<file path="src/rtl/forward_unit.sv">
// ---------------------------------------------------------------------------
// forward_unit
//   Operand-forwarding detector for the pipelined datapath. Compares the
//   execute-stage source registers (RA, RB) against the write-back
//   destination (WC) and raises out_A / out_B to select the forwarded value
//   over the register-file value. Two saturating event counters record the
//   number of cycles each forward select was asserted.
//
//   Optional build macro:
//     FU_ZERO_REG_EN - register index 0 is hardwired zero. A write to WC == 0
//                      never forwards, and so is never counted.
//
// Parameters
//   REG_W  register-index width (RA, RB, WC)
//   CNT_W  width of each forwarding event counter
//
// Ports
//   clk        in   system clock, rising edge
//   rst        in   synchronous active-high reset (counters only)
//   OP_FU      in   operand-use mask: [1] reads RA, [0] reads RB
//   RA, RB     in   source register indices
//   WC         in   destination index of the writing instruction
//   W_RB       in   register-file write enable of the writing instruction
//   clr_cnt    in   synchronous clear of both counters
//   out_A      out  forward select, operand A (combinational)
//   out_B      out  forward select, operand B (combinational)
//   fwd_cnt_A  out  cycles with out_A = 1, saturating
//   fwd_cnt_B  out  cycles with out_B = 1, saturating
// ---------------------------------------------------------------------------
module forward_unit #(
    parameter int REG_W = 4,
    parameter int CNT_W = 16
) (
    input  logic             clk,
    input  logic             rst,
    input  logic [1:0]       OP_FU,
    input  logic [REG_W-1:0] RA,
    input  logic [REG_W-1:0] RB,
    input  logic [REG_W-1:0] WC,
    input  logic             W_RB,
    input  logic             clr_cnt,
    output logic             out_A,
    output logic             out_B,
    output logic [CNT_W-1:0] fwd_cnt_A,
    output logic [CNT_W-1:0] fwd_cnt_B
);

    localparam logic [CNT_W-1:0] CNT_MAX = '1;

    logic             wc_live;
    logic             fwd_a;
    logic             fwd_b;
    logic [CNT_W-1:0] cnt_a_d, cnt_a_q;
    logic [CNT_W-1:0] cnt_b_d, cnt_b_q;

    // A write-back is only a forwarding source if it actually writes the
    // register file, and (with the zero register) does not target index 0.
    always_comb begin
`ifdef FU_ZERO_REG_EN
        wc_live = W_RB & (WC != '0);
`else
        wc_live = W_RB;
`endif
        fwd_a = OP_FU[1] & wc_live & (RA == WC);
        fwd_b = OP_FU[0] & wc_live & (RB == WC);
    end

    // Clear takes priority over increment; increments stop at CNT_MAX.
    always_comb begin
        cnt_a_d = cnt_a_q;
        cnt_b_d = cnt_b_q;
        if (clr_cnt) begin
            cnt_a_d = '0;
            cnt_b_d = '0;
        end else begin
            if (fwd_a && (cnt_a_q != CNT_MAX)) cnt_a_d = cnt_a_q + 1'b1;
            if (fwd_b && (cnt_b_q != CNT_MAX)) cnt_b_d = cnt_b_q + 1'b1;
        end
    end

    always_ff @(posedge clk) begin
        if (rst) begin
            cnt_a_q <= '0;
            cnt_b_q <= '0;
        end else begin
            cnt_a_q <= cnt_a_d;
            cnt_b_q <= cnt_b_d;
        end
    end

    assign out_A     = fwd_a;
    assign out_B     = fwd_b;
    assign fwd_cnt_A = cnt_a_q;
    assign fwd_cnt_B = cnt_b_q;

endmodule

</file>
<file path="config.mk">
export PLATFORM = sky130hd
export DESIGN_NAME = forward_unit
export DESIGN_NICKNAME = d
export VERILOG_FILES = /design/src/rtl/forward_unit.sv
export SDC_FILE = /design/constraint.sdc
export NUM_CORES = 1
export LEC_CHECK = 0
export BUFFER_PORTS_ARGS = -buffer_cell sky130_fd_sc_hd__clkbuf_2
export CAP_MARGIN = 20
export CORE_MARGIN = 2
export CORE_UTILIZATION = 55
export CTS_BUF_LIST = sky130_fd_sc_hd__clkbuf_4 sky130_fd_sc_hd__clkbuf_8 sky130_fd_sc_hd__clkbuf_16
export DETAILED_ROUTE_END_ITERATION = 16
export PLACE_DENSITY = 0.81
export RECOVER_POWER = 100
export SYNTH_ARGS = -nofsm -noshare
export SYNTH_HDL_FRONTEND = slang
export SYNTH_SLANG_ARGS = --single-unit
</file>
<file path="constraint.sdc">
create_clock -name clk -period 4.7 [get_ports clk]
set_clock_uncertainty 0.05 [all_clocks]
set_input_delay 0.47 -clock clk [delete_from_list [all_inputs] [get_ports clk]]
set_output_delay 0.47 -clock clk [all_outputs]
set_load 0.05 [all_outputs]
</file>
==> results of run 1 <==
[final timing paths]
path                            cells after the start                   endpoint                      start  slack, ns
worst min register to register                      2  fwd_cnt_A[1]$_SDFFE_PP0P_  fwd_cnt_A[1]$_SDFFE_PP0P_       0.45
worst max-delay path                                5                      out_A                      WC[2]       1.94
worst max register to register                      6  fwd_cnt_B[7]$_SDFFE_PP0P_  fwd_cnt_B[0]$_SDFFE_PP0P_       2.40
worst min-delay path                                3  fwd_cnt_A[8]$_SDFFE_PP0P_                        rst       0.43
[cell usage in the layout (no fill, tap or decap), types with 7 or more instances in the layout]
master	count
or4_1	8
nand2_1	28
nand4_1	11
clkbuf_2	15
inv_1	7
nand3_1	20
nor3_1	7
dfxtp_1	32
clkbuf_1	36
nor2_1	16
or3_1	10
a21oi_1	13
[logic make-up (layout without fill, tap and decap cells)]
kind of cell / Yosys count / after routing / synth area share [%]
simple gates: 122 / 122 / 36.82
buf+inv: 12 / 67 / 2.650
flops: 32 / 32 / 35.70
compound gates: 38 / 38 / 14.23
mux: 6 / 6 / 3.347
fa+ha+maj: 2 / 2 / 1.394
xor+xnor: 12 / 12 / 5.858
[registers in the layout, indices dropped and copies added, names as in the netlist]
signal / cells
fwd_cnt_A: 16
fwd_cnt_B: 16
[worst max-delay path: stages]
cell,delay (ns)
clkbuf_1,0.10
xor2_1,0.16
nor3_1,0.72
and2_1,0.31
clkbuf_1,0.48
[per-layer routing]
metal	vias up	wire length [µm]	global-route usage, %	share of wire, %
met5	-	0	0	0
met2	62	2041	41.64	49
met3	9	241	5.672	5.7
li1	951	-	-	-
met4	0	60	10.25	1.4
met1	838	1857	28.96	44
[area by class of cell]
cell class,count,area [µm²]
Clock buffer,5,37.54
Clock inverter,3,42.54
Fill cell,273,964.7
Inverter,7,26.28
Multi-Input combinational cell,180,1094
Sequential cell,32,640.6
Tap cell,44,55.05
Timing Repair Buffer,52,217.7
[stage by stage]
step | std cells | setup slack (ns) | total power, W | hold WS (ns) | utilization (%)
6_report | 323 | 1.944 | 0.0005189 | 0.4287 | 68.66
5_1_grt | 323 | 1.822 | 0.0005373 | 0.4511 | 68.66
4_1_cts | 323 | 2.303 | 0.0005230 | 0.4240 | 70.53
3_5_place_dp | 315 | 2.290 | 0.0003125 | 0.4405 | 67.93
3_3_place_gp | 315 | 2.333 | 0.0003122 | 0.4295 | 67.93
2_1_floorplan | 224 | 2.242 | 0.0002980 | 0.5936 | -
[power by group]
part	internal, W	switching (W)
registers	0.000271	0.000000172
logic	0.0000124	0.0000214
clock network	0.000111	0.000103
==> run summary, run 1 <==
Clock latency at the later pin of the worst-skew pair -> 0.34 ns
Mean Syn Cell Area -> 8.010 µm²
Final Hold Vio Count -> 0
Async SR Flop Fraction -> 0%
Part of the Yosys area used for sequential elements -> 35.70%
Startpoint type of the worst setup path -> input pin
Largest cells by area after synthesis -> dfxtp_1 36%, nand2_1 5.9%, nand3_1 5.6%, nand4_1 3.8%, a21oi_1 3.6%
Total Die Area -> 3735 µm²
Category of the most critical setup path -> in -> out
Critical Path Fanout Max -> 9
Placer Congestion -> 0.8542
Wire per inst -> 13.00 µm
Overall die width -> 61.12 µm
Cells after Synth -> 224
DRT Pass-1 Iters -> 4
CTS HTree Levels -> 2
Worst slew margin relative to its limit -> 28.15%
Setup repair after global routing missed its margin -> false
DR vias -> 1860
Post-synthesis net count -> 244
CTS clock-pin slew for the worst setup and hold paths -> 0.11 ns
# diodes -> 0
Number of distinct standard cells referenced by the synthesized netlist -> 41
Layout cell share with drive strength beyond 1 -> 10.39%
Clock tree root driver cell -> clkbuf_4
Highest Clock Rate -> 362.8 MHz
Worst-Margin Slew -> 1.074 ns
Combined area of all synthesized cells -> 1794 µm²
Maximum buffer depth of the clock tree -> 2
Die Y -> 61.12 µm
Placed cell areas -> 2091 µm²
Max Slew Vio Count -> 0
Sum Neg Setup Slack -> 0 ns
Status -> finished clean
Wirelength, routed -> 4200 µm
Post-CTS Hold Buffers -> 0
Cell type with the largest total area after synthesis -> dfxtp_1
Initial cell density of the core -> 58.29%
Wire length of the first global-routing pass -> 6844 µm
Ports -> 52
Leakage power summed over all cells -> 0.6934 nW
CP endpoint kind -> output port
Prevailing post-synth register cell -> dfxtp_1
Drc violations -> 0
Area Growth Syn to Fin -> 17.78%
Total gr overflow -> 0
Core area -> 3078 µm²
Area share of the largest cell type after synthesis -> 35.70%
Number of register bits inferred by synthesis -> 32
Post-route standard cell area excluding fillers -> 2113 µm²
Number of nets still failing antenna checks after routing -> 0
Via count of the first global-routing pass -> 1587
CTS tree -> done
Maximum vdd drop -> 225.2 µV
Arrival @ worst endpoint -> 2.24 ns
Yosys Warn Count -> 0
Final clock period utilization by the worst path -> 58.65%
Maximum number of pins on one net before global-route repair -> 17
Number of synthesized flops with an enable pin -> 0
Via/cell ratio -> 5.759
1st-iter DRT viols -> 117
CTS resizes -> 0
Cell area power density -> 245.5 nW/µm²
Number of buffers added for setup after CTS -> 0
Min cycle time layout -> 2.756 ns
Synth cell count leaders -> 32 x dfxtp_1, 28 x nand2_1, 20 x nand3_1
Number of CTS-inserted buffers -> 5
Buffers added on ports -> 51
Hold Path Class -> in -> reg
# rows -> 20
Count of maximum capacitance violations -> 0
Half-perimeter wire length after detailed placement -> 3069 µm
Setup Viol. Count Final -> 0
Global router's overall resource usage -> 24.26%
Initial antenna violation count -> 0
Most instantiated library cell after synthesis -> dfxtp_1
Required time reported for the critical path endpoint -> 4.18 ns
Sink count of the clock tree -> 32
Nets@finish -> 298
Power figures use the tool's default switching activity.
==> run 2, diff against run 1 <==
--- a/config.mk
+++ b/config.mk
@@ -8,10 +8,10 @@
 export BUFFER_PORTS_ARGS = -buffer_cell sky130_fd_sc_hd__clkbuf_2
 export CAP_MARGIN = 20
 export CORE_MARGIN = 2
-export CORE_UTILIZATION = 55
+export CORE_UTILIZATION = 46
 export CTS_BUF_LIST = sky130_fd_sc_hd__clkbuf_4 sky130_fd_sc_hd__clkbuf_8 sky130_fd_sc_hd__clkbuf_16
 export DETAILED_ROUTE_END_ITERATION = 16
-export PLACE_DENSITY = 0.81
+export PLACE_DENSITY = 0.72
 export RECOVER_POWER = 100
 export SYNTH_ARGS = -nofsm -noshare
 export SYNTH_HDL_FRONTEND = slang
==> constraint.sdc (replaced) <==
create_clock -name clk -period 2.4 [get_ports clk]
set_clock_uncertainty 0.05 [all_clocks]
set_input_delay 0.24 -clock clk [delete_from_list [all_inputs] [get_ports clk]]
set_output_delay 0.24 -clock clk [all_outputs]
set_load 0.05 [all_outputs]
==> run 2 against run 1 <==
- first-iteration DRC count is 51% higher
- core utilization is 10 points lower
- via count is 2.3% higher
- die area is 18% higher
- critical path depth stayed put
- sequential power is 96% higher
- critical path type unchanged
- setup slack worse by 1.7 ns
- register-to-register slack worse by 2.1 ns
==> run summary, run 2 (synthesized netlist as in run 1, its figures left out) <==
Status -> finished clean
Setup Viol. Count Final -> 0
Count of maximum capacitance violations -> 0
Clock tree root driver cell -> clkbuf_8
DRT Pass-1 Iters -> 4
Cell area power density -> 480.6 nW/µm²
Number of nets still failing antenna checks after routing -> 0
Initial antenna violation count -> 0
Required time reported for the critical path endpoint -> 2.11 ns
Half-perimeter wire length after detailed placement -> 3249 µm
Switching share of total power -> 24.26%
Number of CTS-inserted buffers -> 5
CP endpoint kind -> output port
Via/cell ratio -> 5.746
CTS resizes -> 0
Ports -> 52
Clock network fraction of total power -> 42.1%
Global router's overall resource usage -> 21.65%
Cell internal pwr -> 0.0007888 W
CTS HTree Levels -> 2
Overall die width -> 66.46 µm
Arrival @ worst endpoint -> 1.83 ns
# rows -> 22
Maximum buffer depth of the clock tree -> 2
Total gr overflow -> 0
Reg-to-reg startpoint -> fwd_cnt_B[0]$_SDFFE_PP0P_
Highest Clock Rate -> 472.2 MHz
Max incr delay on CP -> 0.51 ns
Worst slew margin relative to its limit -> 48.42%
Clock latency at the later pin of the worst-skew pair -> 0.29 ns
Critical Path Fanout Max -> 7
Total power after layout -> 0.001042 W
Post-CTS Hold Buffers -> 0
Via count of the first global-routing pass -> 1705
Maximum vdd drop -> 336.3 µV
Startpoint type of the worst setup path -> input pin
Max Slew Vio Count -> 0
Placer Congestion -> 0.8758
Wirelength, routed -> 4419 µm
Nets@finish -> 302
Wire length of the first global-routing pass -> 7383 µm
Power share of the sequential group -> 51.0%
Final Hold Vio Count -> 0
Layout cell share with drive strength beyond 1 -> 12.37%
Hold Path Class -> in -> reg
Initial cell density of the core -> 48.28%
CP bufs+invs -> 2
CTS clock-pin slew for the worst setup and hold paths -> 0.06 ns
Category of the most critical setup path -> in -> out
Final clock period utilization by the worst path -> 88.23%
Combinational share of power -> 6.8%
Filler cells -> 385
Worst setup startpoint -> WC[3]
Core area -> 3716 µm²
Most common cell after layout, fill and taps aside -> clkbuf_1
Setup repair after global routing missed its margin -> false
# diodes -> 0
Die Y -> 66.46 µm
Min cycle time layout -> 2.118 ns
Buffers added on ports -> 51
Sum Neg Setup Slack -> 0 ns
Largest delay share family, worst path -> buffers and inverters
DR vias -> 1902
Worst-Margin Slew -> 0.7737 ns
R2r setup slk -> 0.29 ns
Wire per inst -> 13.35 µm
Worst path cell trace -> clkbuf_2 > nor2b_4 > a2111o_1 > nor2_1 > clkbuf_1
P_sw -> 0.0002527 W
1st-iter DRT viols -> 177
Sink count of the clock tree -> 32
Number of buffers added for setup after CTS -> 0
Final core area utilization -> 58.32%
Most used cells in the layout excluding fill and tap cells -> 35 x clkbuf_1, 32 x dfxtp_1, 28 x nand2_1
Startpoint of the worst hold path -> rst
CTS tree -> done
Critical-path top delay cell -> clkbuf_1
Maximum number of pins on one net before global-route repair -> 14
Drc violations -> 0
Area Growth Syn to Fin -> 20.78%
Leakage power summed over all cells -> 0.7297 nW
Total Die Area -> 4416 µm²
## run 2: changes by cell type in the layout (fill, tap and decap cells not counted), moves of 2 or more
cell / before / now
clkbuf_4: 5 / 0
clkbuf_8: 0 / 6
clkbuf_2: 15 / 17
buf_4: 1 / 4
## run 2: cell type report
type                    count  area, µm²  area share, %
well taps                  48      60.06          2.771
flip-flops and latches     32      640.6          29.56
clock inverters             2      10.01         0.4619
inverters                   7      26.28          1.212
multi-input cells         180       1101          50.81
repair buffers             56      246.5          11.37
clock buffers               6      82.58          3.811
## run 2: metrics by stage
stage          cells  worst slack, ns  area (µm²)  hold slack (ns)
3_5_place_dp     323           0.2113        2126           0.4348
4_1_cts          331           0.3174        2218           0.2552
5_1_grt          331           0.1680        2167           0.2985
3_3_place_gp     323           0.2602        2126           0.4356
6_report         331           0.2824        2167           0.2606
2_1_floorplan    224          0.09215        1794           0.3636
## run 2: final timing paths
| check | cells after the start | to |
|---|---|---|
| max | 5 | out_B |
| min | 3 | fwd_cnt_B[7]$_SDFFE_PP0P_ |
| max reg2reg | 6 | fwd_cnt_B[15]$_SDFFE_PP0P_ |
| min reg2reg | 2 | fwd_cnt_A[1]$_SDFFE_PP0P_ |
## run 2: metal layers
layer  track usage, %  part of all wire, %
met5                0                    0
met4            8.673                  1.7
met3            4.730                  6.4
met2            36.13                   47
met1            26.95                   45
## run 2: power by group through the flow
stage	combinational, W	clock, W	sequential (W)
final	0.0000713	0.000439	0.000531
after global routing	0.0000804	0.000470	0.000531
after CTS	0.0000732	0.000446	0.000531
after detailed placement	0.0000730	0	0.000544
after global placement	0.0000723	0	0.000543
after floorplan	0.0000392	0	0.000544
## run 2: worst register-to-register path, stage by stage, from the launching register on
cell	delay (ns)
dfxtp_1	0.36
ha_1	0.26
nand4_1	0.21
nor3_1	0.09
nor3_1	0.63
a31oi_1	0.17
a41o_1	0.23
